**config.mk**
```make
export PLATFORM = sky130hd
export DESIGN_NAME = sdr_cmd_receive
export DESIGN_NICKNAME = d
export VERILOG_FILES = /design/src/rtl/sdr_cmd_receive.sv
export SDC_FILE = /design/constraint.sdc
export NUM_CORES = 1
export LEC_CHECK = 0
export CORE_ASPECT_RATIO = 0.75
export CORE_UTILIZATION = 40
export DETAILED_ROUTE_END_ITERATION = 10
export GPL_ROUTABILITY_DRIVEN = 0
export PLACE_DENSITY_LB_ADDON = 0.2
export RECOVER_POWER = 50
export REMOVE_ABC_BUFFERS = 1
export SYNTH_ARGS = -nofsm -noshare
export SYNTH_HDL_FRONTEND = slang
export SYNTH_SLANG_ARGS = --single-unit
```
**constraint.sdc**
```tcl
create_clock -name rx_clock -period 4.5 [get_ports rx_clock]
set_clock_uncertainty 0.2 [all_clocks]
set_input_delay 0.675 -clock rx_clock [delete_from_list [all_inputs] [get_ports rx_clock]]
set_output_delay 0.675 -clock rx_clock [all_outputs]
set_load 0.01 [all_outputs]
```
**src/rtl/sdr_cmd_receive.sv**
```systemverilog
// HPSDR protocol-2 command receiver: parses discovery, set-IP and reconfigure
// packets from the UDP RX byte stream, with sequence checking and counters.
module sdr_cmd_receive #(
    parameter logic [15:0] PORT         = 16'd1024,
    parameter int          ACK_W        = 27,
    parameter bit          RESET_CMD_EN = 1'b1,
    parameter bit          SEQ_CHECK_EN = 1'b1
) (
    input  logic        rx_clock,
    input  logic        reset_n,
    input  logic [7:0]  udp_rx_data,
    input  logic        udp_rx_active,
    input  logic [15:0] to_port,
    input  logic        broadcast,
    input  logic [47:0] local_mac,
    input  logic        sending_sync,
    input  logic        discovery_ACK,
    output logic        discovery_reply,
    output logic [31:0] sequence_number,
    output logic        seq_error,
    output logic        set_ip,
    output logic [31:0] assign_ip,
    output logic        nconfig,
    output logic [15:0] pkt_count,
    output logic [15:0] err_count
);

    typedef enum logic [2:0] {
        IDLE, SEQ, CMD, DISCOVERY, TX, SETIP, RESET, WAIT
    } state_t;

    state_t             state;
    logic [3:0]         byte_idx;
    logic [31:0]        seq_sh;
    logic [47:0]        mac_sh;
    logic [23:0]        ip_sh;
    logic               seq_valid;
    logic               armed;
    logic [ACK_W-1:0]   timer;

    logic               accept;
    logic [ACK_W-1:0]   timer_inc;

    assign accept    = udp_rx_active && (to_port == PORT);
    assign timer_inc = timer + ACK_W'(1);

    // armed is only set while the RX stream is idle, so parsing always starts
    // on the first byte of a packet, never mid-packet (e.g. after reset or TX).
    always_ff @(posedge rx_clock or negedge reset_n) begin
        if (!reset_n) begin
            state           <= IDLE;
            byte_idx        <= '0;
            seq_sh          <= '0;
            mac_sh          <= '0;
            ip_sh           <= '0;
            seq_valid       <= 1'b0;
            armed           <= 1'b0;
            sequence_number <= '0;
            seq_error       <= 1'b0;
            set_ip          <= 1'b0;
            assign_ip       <= '0;
            nconfig         <= 1'b0;
            pkt_count       <= '0;
            err_count       <= '0;
        end else begin
            // NOTE: non-blocking assignments keep every register reading the
            // pre-edge value of its neighbours, independent of statement order.
            seq_error <= 1'b0;
            if (!udp_rx_active)
                armed <= 1'b1;

            if (!accept) begin
                state <= IDLE;
            end else begin
                case (state)
                    IDLE: if (armed) begin
                        seq_sh   <= {seq_sh[23:0], udp_rx_data};
                        byte_idx <= 4'd1;
                        armed    <= 1'b0;
                        state    <= SEQ;
                    end
                    SEQ: begin
                        seq_sh   <= {seq_sh[23:0], udp_rx_data};
                        byte_idx <= byte_idx + 4'd1;
                        if (byte_idx == 4'd3)
                            state <= CMD;
                    end
                    CMD: begin
                        sequence_number <= seq_sh;
                        pkt_count       <= pkt_count + 16'd1;
                        seq_valid       <= 1'b1;
                        byte_idx        <= 4'd5;
                        if (SEQ_CHECK_EN && seq_valid &&
                            (seq_sh != sequence_number + 32'd1)) begin
                            seq_error <= 1'b1;
                            if (err_count != 16'hFFFF)
                                err_count <= err_count + 16'd1;
                        end
                        if (udp_rx_data == 8'd2)
                            state <= DISCOVERY;
                        else if (udp_rx_data == 8'd3 && broadcast)
                            state <= SETIP;
                        else if (udp_rx_data == 8'd6 && !broadcast && RESET_CMD_EN)
                            state <= RESET;
                        else
                            state <= WAIT;
                    end
                    DISCOVERY: state <= TX;
                    TX: if (!sending_sync)
                        state <= IDLE;
                    SETIP: begin
                        byte_idx <= byte_idx + 4'd1;
                        if (byte_idx <= 4'd10) begin
                            mac_sh <= {mac_sh[39:0], udp_rx_data};
                        end else if (byte_idx == 4'd11 && mac_sh != local_mac) begin
                            state <= WAIT;
                        end else if (byte_idx == 4'd14) begin
                            assign_ip <= {ip_sh, udp_rx_data};
                            set_ip    <= 1'b1;
                            state     <= WAIT;
                        end else begin
                            ip_sh <= {ip_sh[15:0], udp_rx_data};
                        end
                    end
                    RESET: begin
                        nconfig <= 1'b1;
                        state   <= WAIT;
                    end
                    WAIT: state <= WAIT;
                    default: state <= IDLE;
                endcase
            end
        end
    end

    // The request drops on the edge where the timer would wrap to zero, giving
    // exactly 2^ACK_W-1 cycles of discovery_reply without an ACK.
    always_ff @(posedge rx_clock or negedge reset_n) begin
        if (!reset_n) begin
            discovery_reply <= 1'b0;
            timer           <= '0;
        end else if (!discovery_reply) begin
            if (state == DISCOVERY) begin
                discovery_reply <= 1'b1;
                timer           <= ACK_W'(1);
            end
        end else if (discovery_ACK || timer_inc == '0) begin
            discovery_reply <= 1'b0;
        end else begin
            timer <= timer_inc;
        end
    end

endmodule

```
==> impl_metrics.env, run 1 <==
export IMPL_dpl_hpwl_um=22100
export IMPL_cap_violations=1
export IMPL_fin_crit_sh=0.861
export IMPL_async_reset_ff_frac=1.00
export IMPL_ys_warn_count=0
export IMPL_die_area_um2=31500
export IMPL_hold_ws_ns=0.258
export IMPL_core_um2=30200
export IMPL_cp_max_fo=13
export IMPL_synth_top_cells_by_area="dfrtp_1 49%, mux2_2 13%, xor2_1 6.0%, nand2_1 4.8%, xnor2_1 2.3%"
export IMPL_hold_class="reg -> reg"
export IMPL_cellLeakagePower_nw=7.20
export IMPL_peakVddDrop_mv=0.213
export IMPL_utilization=0.512
export IMPL_setup_viol=0
export IMPL_antenna_found_initial=0
export IMPL_drt_iter0_markers=638
export IMPL_r2r_end="timer[10]"
export IMPL_rr_worst_depth=9
export IMPL_synth_top_family_by_area="simple AND/OR/NAND/NOR gates"
export IMPL_finalHoldViolCount=0
export IMPL_synth_mux_area_frac=0.131
export IMPL_rows=55
export IMPL_htreeDepth=1
export IMPL_synth_top_area_cell="dfrtp_1"
export IMPL_min_period_ns=3.87
export IMPL_vias_per_cell=5.49
export IMPL_drtPass1Iterations=5
export IMPL_grt_overflow_total=0
export IMPL_ys_seq_area_frac=0.487
export IMPL_yosys_area_top_type_share=0.487
export IMPL_hold_path_cell_count=1
export IMPL_initial_core_util=0.408
export IMPL_cp_arrival_ns=4.08
export IMPL_netlist_instances=1163
export IMPL_io_buffers=177
export IMPL_reg2reg_slack_ns=0.63
export IMPL_final_area_um2=15500
export IMPL_max_stage_delay_ns=0.71
export IMPL_rsz0062_at_grt="false"
export IMPL_drcViolationCount=0
export IMPL_synth_ff_type="dfrtp_1"
export IMPL_wl_per_cell_um=17.9
export IMPL_fin_setup_tns_ns=0
export IMPL_slew_viol_final=83
export IMPL_layout_setup_ws_ns=0.626
export IMPL_cts_tree="yes"
export IMPL_instances_no_fill=1748
export IMPL_ys_ff_latch=240
export IMPL_wirelength_um=31400
export IMPL_antenna_left=0
export IMPL_p_per_area_nw_per_um2=297
export IMPL_cts_resized=0
export IMPL_tightest_slew_ns=2.14
export IMPL_syn_area_per_cell_um2=10.6
export IMPL_yosys_area_share_simple=0.194
export IMPL_worstSkewPairLatency_ns=0.54
export IMPL_root_buffer="clkbuf_16"
export IMPL_max_slew_margin=-0.424
export IMPL_path_class="reg -> reg"
export IMPL_die_w_um=205
export IMPL_netlist_area_um2=12300
export IMPL_antenna_cells=0
export IMPL_synth_edf_count=0
export IMPL_pre_cts_ws_ns=0.734
export IMPL_postCtsSetupBuffers=0
export IMPL_max_freq_mhz=258
export IMPL_die_h_um=154
export IMPL_timing_rr_start="timer[3]"
export IMPL_power_mw=4.60
export IMPL_min_to="pkt_count[15]"
export IMPL_violations="capacitance limit, slew limit"
export IMPL_start_kind="flop"
export IMPL_crit_slowest_cell="nor4_2"
export IMPL_io_pins=178
export IMPL_clockBufferDepth=3
export IMPL_cts_hold_buffers=1
export IMPL_synthXorXnorAreaFrac=0.0832
export IMPL_synthDistinctLibCells=74
export IMPL_crit_path_end_kind="flop"
export IMPL_grt_first_pass_wirelength_um=51300
export IMPL_fin_nets=1412
export IMPL_numCtsBuffers=27
export IMPL_drive_above_1_share=0.165
export IMPL_min_from="pkt_count[15]"
export IMPL_fill_cells=2728
export IMPL_placed_cell_area_um2=14500
export IMPL_clkSinkCount=240
export IMPL_area_growth_pct=25.6
export IMPL_grt_use_total=0.203
export IMPL_grt_pass1_vias=9263
export IMPL_synth_compound_area_frac=0.0703
export IMPL_status="finished with violations"
export IMPL_clk_pin_slew_ns=0.06
export IMPL_crit_path_cell_trace="nand4_1, nor4_2, nand2_1, or3_1, a22oi_1, a31o_1, buf_4, or4_1, o211ai_1"
export IMPL_place_inst=1697
export IMPL_synth_fa_ha_area_frac=0.00609
export IMPL_vias=9594
export IMPL_grt_max_degree=118
export IMPL_crit_required_ns=4.71
per-layer routing:
metal | vias up | wire (um) | GRT usage
li1 | 4553 | - | -
met1 | 4747 | 15700 | 0.312
met2 | 252 | 12900 | 0.282
met3 | 42 | 2200 | 0.0496
met4 | 0 | 598 | 0.0455
met5 | - | 0 | 0
where the power goes:
part	leakage (nW)	total, mW	internal [mW]	switching, mW
registers	3.23	2.16	2.16	0.0000615
clock network	0.463	2.29	1.39	0.900
logic	3.50	0.145	0.0723	0.0732
total	7.20	4.60	3.62	0.974
Yosys cell counts, types with 10 or more instances:
library cell,n
nand2_1,157
nor3_1,27
and3_1,17
or3_1,14
nor4_1,44
buf_2,10
mux2_2,138
inv_1,21
nand3_1,42
a31oi_1,11
o21ai_0,20
xor2_1,84
a21oi_1,17
xnor2_1,33
dfrtp_1,240
clkbuf_1,37
o211ai_1,12
nor2_1,40
nand4_1,37
and4_1,11
logic make-up (layout without fill, tap and decap cells):
logic type | after synthesis | count (layout)
multiplexers | 144 | 144
adder cells (fa/ha/maj) | 6 | 6
AO/OA/AOI/OAI | 122 | 122
AND/OR/NAND/NOR | 451 | 451
flip-flops | 240 | 240
XOR/XNOR | 117 | 117
buffers and inverters | 83 | 269
placed cells by master (no fill, tap or decap), types with 17 or more instances in the layout:
master / instances
dfrtp_1: 240
nand2_1: 157
mux2_2: 138
clkdlybuf4s50_1: 129
xor2_1: 84
dlygate4sd3_1: 48
nor4_1: 44
nand3_1: 42
nor2_1: 39
nand4_1: 37
xnor2_1: 33
clkbuf_16: 27
nor3_1: 25
inv_1: 21
o21ai_0: 21
and3_1: 17
a21oi_1: 17
flip-flops by register name (all words and copies together) (netlist names):
signal,flops
byte_idx,4
err_count,16
ip_sh,24
seq_valid,1
nconfig,1
armed,1
seq_error,1
discovery_reply,1
seq_sh,32
mac_sh,48
state,3
timer,27
pkt_count,16
assign_ip,32
sequence_number,32
set_ip,1
worst max-delay path by stage:
stage                     startpoint   endpoint  slack (ns)  cells past startpoint
after detailed placement    timer[5]  timer[21]        0.73                      9
final                       timer[3]  timer[10]        0.63                      9
after CTS                   timer[3]  timer[10]        0.72                      9
after floorplan           to_port[0]  seq_sh[0]       -1.10                      5
after global placement      timer[3]  timer[10]        0.78                      9
after global routing        timer[5]  timer[21]        0.33                      9
layout make-up:
| class | count | area [um^2] | area share |
|---|---|---|---|
| Clock buffer | 38 | 787 | 0.0509 |
| Inverter | 23 | 86.3 | 0.00558 |
| Multi-Input combinational cell | 840 | 6000 | 0.388 |
| Clock inverter | 12 | 145 | 0.00938 |
| Timing Repair Buffer | 196 | 1950 | 0.126 |
| Sequential cell | 240 | 6010 | 0.388 |
| Tap cell | 399 | 499 | 0.0323 |
critical path, delay by kind of cell (launching register included):
kind,cells,cell delay (ns)
AND/OR/NAND/NOR,5,1.96
AO/OA/AOI/OAI,3,0.84
flip-flops,1,0.49
buffers and inverters,1,0.25
(Power assumes the default switching activity.)
==> run 2, diff against run 1 <==
--- a/config.mk
+++ b/config.mk
@@ -6,6 +6,7 @@
 export NUM_CORES = 1
 export LEC_CHECK = 0
 export CORE_ASPECT_RATIO = 0.75
+export CORE_MARGIN = 2
 export CORE_UTILIZATION = 40
 export DETAILED_ROUTE_END_ITERATION = 10
 export GPL_ROUTABILITY_DRIVEN = 0
==> run 2 against run 1 <==
The run still ends with capacitance limit, slew limit left. Global-route usage shrank 0.51 points. Flip-flop and latch count unchanged. Worst hold slack improved by 0.0057 ns. Largest cell class unchanged. Highest routed layer unchanged.
==> impl_metrics.env, run 2 (synthesized netlist as in run 1, its figures left out) <==
export IMPL_status="finished with violations"
export IMPL_wirelength_um=31500
export IMPL_core_um2=30200
export IMPL_grt_first_pass_wirelength_um=51100
export IMPL_dpl_hpwl_um=22200
export IMPL_antenna_left=0
export IMPL_layout_setup_ws_ns=0.594
export IMPL_cap_violations=1
export IMPL_reg2reg_slack_ns=0.59
export IMPL_violations="capacitance limit, slew limit"
export IMPL_initial_core_util=0.408
export IMPL_p_per_area_nw_per_um2=284
export IMPL_clk_pin_slew_ns=0.06
export IMPL_fin_setup_tns_ns=0
export IMPL_slew_viol_final=60
export IMPL_max_freq_mhz=256
export IMPL_placed_cell_area_um2=14500
export IMPL_path_class="reg -> reg"
export IMPL_finalHoldViolCount=0
export IMPL_largest_reg_flops=48
export IMPL_root_buffer="clkbuf_16"
export IMPL_drcViolationCount=0
export IMPL_cts_resized=0
export IMPL_grt_pass1_vias=9245
export IMPL_max_slew_margin=-0.857
export IMPL_hold_class="reg -> reg"
export IMPL_start_kind="flop"
export IMPL_io_pins=178
export IMPL_r2r_end="timer[8]"
export IMPL_cellLeakagePower_nw=7.13
export IMPL_drive_above_1_share=0.159
export IMPL_setup_viol=0
export IMPL_hold_ws_ns=0.263
export IMPL_antenna_found_initial=0
export IMPL_layout_common_cells="240 x dfrtp_1, 157 x nand2_1, 138 x mux2_2"
export IMPL_postCtsSetupBuffers=0
export IMPL_die_w_um=207
export IMPL_antenna_cells=0
export IMPL_final_area_um2=15400
export IMPL_tightest_slew_ns=2.79
export IMPL_rows=55
export IMPL_grt_max_degree=101
export IMPL_numCtsBuffers=26
export IMPL_grt_use_total=0.198
export IMPL_clockBufferDepth=3
export IMPL_wl_per_cell_um=18.1
export IMPL_rr_worst_depth=9
export IMPL_timing_rr_start="timer[5]"
export IMPL_cp_arrival_ns=4.10
export IMPL_cts_tree="yes"
export IMPL_grt_overflow_total=0
export IMPL_instances_no_fill=1743
export IMPL_vias=9577
export IMPL_cts_hold_buffers=1
export IMPL_io_buffers=177
export IMPL_die_area_um2=32200
export IMPL_vias_per_cell=5.49
export IMPL_htreeDepth=1
export IMPL_drtPass1Iterations=5
export IMPL_drt_iter0_markers=689
export IMPL_min_period_ns=3.91
export IMPL_crit_required_ns=4.70
export IMPL_cp_max_fo=13
export IMPL_fill_cells=2743
export IMPL_area_growth_pct=24.6
export IMPL_min_from="pkt_count[15]"
export IMPL_die_h_um=156
export IMPL_clkSinkCount=240
export IMPL_layout_commonest_cell="dfrtp_1"
export IMPL_crit_path_end_kind="flop"
export IMPL_pre_cts_ws_ns=0.708
export IMPL_fin_crit_sh=0.868
export IMPL_peakVddDrop_mv=0.229
export IMPL_endpoint="timer[8]"
export IMPL_rsz0062_at_grt="false"
export IMPL_worstSkewPairLatency_ns=0.53
export IMPL_fin_nets=1410
export IMPL_max_flop_register="mac_sh"
export IMPL_place_inst=1696
export IMPL_crit_path_start="timer[5]"
run 2: cell types whose count changed in the layout (fill, tap and decap cells not counted), sizes merged:
cell	previous run	this run
dlymetal6s4s	0	1
clkinv	7	5
inv	24	23
clkdlybuf4s50	129	127
clkinvlp	1	3
dlygate4sd3	48	50
clkbuf	40	38
bufinv	3	0
run 2: how the worst min path moves through the flow:
| stage | to | slack (ns) | cells after the start |
|---|---|---|---|
| 2_1_floorplan | armed | 0.18 | 0 |
| 3_3_place_gp | pkt_count[15] | 0.26 | 1 |
| 3_5_place_dp | set_ip | 0.26 | 1 |
| 4_1_cts | pkt_count[15] | 0.27 | 1 |
| 5_1_grt | nconfig | 0.29 | 1 |
| 6_report | pkt_count[15] | 0.26 | 1 |
run 2: cell type report:
type,count,area [um^2],share of cell area
timing repair buffer,195,1940,0.126
tap,399,499,0.0325
inverter,23,86.3,0.00562
multi-input combinational,840,6000,0.391
clock buffer,38,756,0.0492
sequential,240,6010,0.391
clock inverter,8,62.6,0.00408
run 2: worst max-delay path, cell delays in order, from the launching register on:
cell and delay (ns):
dfrtp_1 0.49, nand4_1 0.43, nor4_2 0.72, nand2_1 0.27
or3_1 0.45, a22oi_1 0.21, a31o_1 0.56, buf_4 0.25
or3_1 0.10, o211ai_1 0.09
run 2: stage by stage:
step | utilization | total power, mW
floorplan | - | 2.22
detailed placement | 0.481 | 2.35
global route | 0.508 | 4.52
finish | 0.508 | 4.35
CTS | 0.509 | 4.43
global placement | 0.481 | 2.35
run 2: power breakdown:
part	leakage [nW]	internal, mW	switching [mW]	total, mW
logic	3.50	0.0735	0.0745	0.148
clock network	0.394	1.17	0.882	2.05
registers	3.23	2.16	0.0000591	2.16
run 2: routing by layer:
layer	vias to the layer above	track usage	wire [um]
li1	4533	-	-
met1	4708	0.305	15800
met2	298	0.279	12900
met3	38	0.0476	2330
met4	0	0.0388	490
met5	-	0	0
==> RTL change (settings of run 2) <==
The 8 states of `state_t` get a one-hot encoding in 8 bits.
--- a/src/rtl/sdr_cmd_receive.sv
+++ b/src/rtl/sdr_cmd_receive.sv
@@ -25,8 +25,8 @@
     output logic [15:0] err_count
 );
 
-    typedef enum logic [2:0] {
-        IDLE, SEQ, CMD, DISCOVERY, TX, SETIP, RESET, WAIT
+    typedef enum logic [7:0] {
+        IDLE = 8'b00000001, SEQ = 8'b00000010, CMD = 8'b00000100, DISCOVERY = 8'b00001000, TX = 8'b00010000, SETIP = 8'b00100000, RESET = 8'b01000000, WAIT = 8'b10000000
     } state_t;
 
     state_t             state;
Behaviour: no difference found for any inputs over 4 cycles, from zero or initial values and one cycle with reset_n low; so few cycles prove little.
==> RTL change against run 2 <==
The flow still finishes with violations (capacitance limit, slew limit). Die area rose by 3.5%. Routed wire length rose by 4.6%. Global-route usage rose by 0.13 points. Power rose by 8.5%. Sequential cell count rose by 5. Design area rose by 3.6%. Setup slack improved by 0.22 ns. Area after synthesis rose by 3.6%. Via count rose by 4.1%. Highest routed layer unchanged.
==> RTL change: results (changes against run 2) <==
| Quantity | Value | Delta |
| --- | --- | --- |
| Max Cap Viol | 1 | unchanged |
| Clock tree buffer depth | 3 | unchanged |
| Number of detailed-routing iterations run before antenna repair | 5 | unchanged |
| Count of different cell masters after synthesis | 78 | was 74 |
| Number of buffers created by CTS | 26 | unchanged |
| Initial antenna violation count | 0 | unchanged |
| Total number of vias | 9973 | was 9577 |
| Async S/R FF share, synth | 1.00 | unchanged |
| Maximum fanout along the worst path | 9 | was 13 |
| Clock-pin transition on the worst setup and hold timing paths | 0.07 ns |  |
| Data arrival time at the worst-slack endpoint | 3.91 ns | was 4.10 ns |
| DP Area | 15000 um2 | was 14500 um2 |
| Clock latency at the later pin of the worst-skew pair | 0.57 ns | was 0.53 ns |
| Number of I/O port buffers | 177 | unchanged |
| Final routed wirelength across all metal layers | 33000 um | was 31500 um |
| Clock share of power | 0.495 | was 0.470 |
| Biggest area contributors in the synthesized netlist | sky130_fd_sc_hd__dfrtp_1, sky130_fd_sc_hd__mux2_2, sky130_fd_sc_hd__xnor2_1 | was sky130_fd_sc_hd__dfrtp_1, sky130_fd_sc_hd__mux2_2, sky130_fd_sc_hd__xor2_1 |
| Fraction of power spent switching nets | 0.218 | was 0.220 |
| Count of filler cells inserted in the layout | 2881 | was 2743 |
| Vias in the first global route | 9541 | was 9245 |
| Global-route wire length before repair | 53700 um | was 51100 um |
| Layout cell share with drive strength beyond 1 | 0.160 | was 0.159 |
| Worst slew margin relative to its limit | -0.572 | was -0.857 |
| Status | finished, violations left | unchanged |
| Reg-to-reg setup timing slack | 0.81 ns | was 0.59 ns |
| Largest net degree at the start of global routing | 92 | was 101 |
| Root buffer cell | sky130_fd_sc_hd__clkbuf_16 | unchanged |
| Number of nets in the finished design | 1468 | was 1410 |
| Maximum VDD drop | 0.289 mV | was 0.229 mV |
| Commonest cells in the synthesized netlist | sky130_fd_sc_hd__dfrtp_1, sky130_fd_sc_hd__nand2_1, sky130_fd_sc_hd__mux2_2 | unchanged |
| Detail Placement HPWL | 23700 um | was 22200 um |
| Cts repair resizes | 0 | unchanged |
| Max-slew violation count | 91 | was 60 |
| Post-CTS setup repair buffer count | 0 | unchanged |
| Share of synthesized area occupied by flip-flops and latches | 0.480 | was 0.487 |
| Worst hold path class | reg2reg | unchanged |
| Count of H-tree levels built during CTS | 1 | unchanged |
| Net switching power of the design | 1.03 mW | was 0.957 mW |
| GR Util All Layers | 0.199 | was 0.198 |
| Iteration-0 DRC Markers | 725 | was 689 |
| Violations in the final reports | capacitance limit, slew limit | unchanged |
| Flip-flop count of the largest register, all copies and words added | 48 | unchanged |
| Sequential cell fraction of total power | 0.469 | was 0.496 |
| Static leakage | 7.12 nW | was 7.13 nW |
| Synthesis Warnings | 0 | unchanged |
| Most flop-heavy register | mac_sh | unchanged |
| Antenna fix cells | 0 | unchanged |
-- RTL change: cell count changes in the layout (fill, tap and decap cells not counted), moves of 10 or more --
cell / change
sky130_fd_sc_hd__mux2i_1: +10
sky130_fd_sc_hd__nand2_1: +15
sky130_fd_sc_hd__nand4_1: +10
sky130_fd_sc_hd__nor4_1: -13
sky130_fd_sc_hd__o21ai_0: +20
sky130_fd_sc_hd__xnor2_1: +67
sky130_fd_sc_hd__xor2_1: -52
-- RTL change: per-layer routing --
metal  track usage  share of wire  vias to the layer above
li1              -              -                     4700
met1         0.309           0.50                     4929
met2         0.287           0.42                      299
met3        0.0376          0.062                       45
met4        0.0384          0.019                        0
met5             0              0                        -
-- RTL change: cells by family after synthesis --
| kind of cell | Yosys count | synth area share |
|---|---|---|
| and+or+nand+nor | 484 | 0.197 |
| DFF | 245 | 0.480 |
| muxes | 155 | 0.136 |
| xor gates and xnor gates | 133 | 0.0923 |
| AOI/OAI and AO/OA | 123 | 0.0656 |
| buffers and inverters | 77 | 0.0237 |
| adders and majority gates | 6 | 0.00588 |
-- RTL change: cell type report --
| class | count | area (um2) | area share |
|---|---|---|---|
| Timing Repair Buffer | 193 | 1890 | 0.119 |
| Clock inverter | 10 | 160 | 0.0101 |
| Multi-Input combinational cell | 901 | 6350 | 0.400 |
| Inverter | 17 | 63.8 | 0.00401 |
| Clock buffer | 37 | 792 | 0.0498 |
| Tap cell | 406 | 508 | 0.0319 |
| Sequential cell | 245 | 6130 | 0.386 |
-- RTL change: per-stage QoR --
step	std cells	hold slack [ns]	worst slack, ns	util
after global routing	1809	0.289	0.506	0.508
after detailed placement	1761	0.252	0.803	0.478
after CTS	1809	0.265	0.918	0.508
after floorplan	1163	0.179	0.915	-
after global placement	1761	0.246	0.911	0.478
final	1809	0.251	0.812	0.508
-- RTL change: worst paths after layout --
check	startpoint	to	depth (start not counted)
hold reg to reg	nconfig	nconfig	1
hold / removal	nconfig	nconfig	1
setup / recovery	sequence_number[6]	err_count[9]	9
min in group asynchronous	reset_n	pkt_count[14]	2
max in group asynchronous	reset_n	mac_sh[26]	3
setup reg to reg	sequence_number[6]	err_count[9]	9
-- RTL change: worst max-delay path, cell delays in order, from the launching register on --
cell and delay, ns:
sky130_fd_sc_hd__dfrtp_1 0.60, sky130_fd_sc_hd__nand4_4 0.25, sky130_fd_sc_hd__nor4_1 0.69, sky130_fd_sc_hd__nand4_1 0.31
sky130_fd_sc_hd__xnor2_1 0.20, sky130_fd_sc_hd__a211oi_1 0.32, sky130_fd_sc_hd__nand4b_1 0.17, sky130_fd_sc_hd__or3_1 0.44
sky130_fd_sc_hd__and4_1 0.22, sky130_fd_sc_hd__xor2_1 0.13
-- RTL change: what timing repair did --
action	CTS	global route
setup endpoints to repair	0	0
hold buffers	1	0
endpoints found under the hold margin	86	0
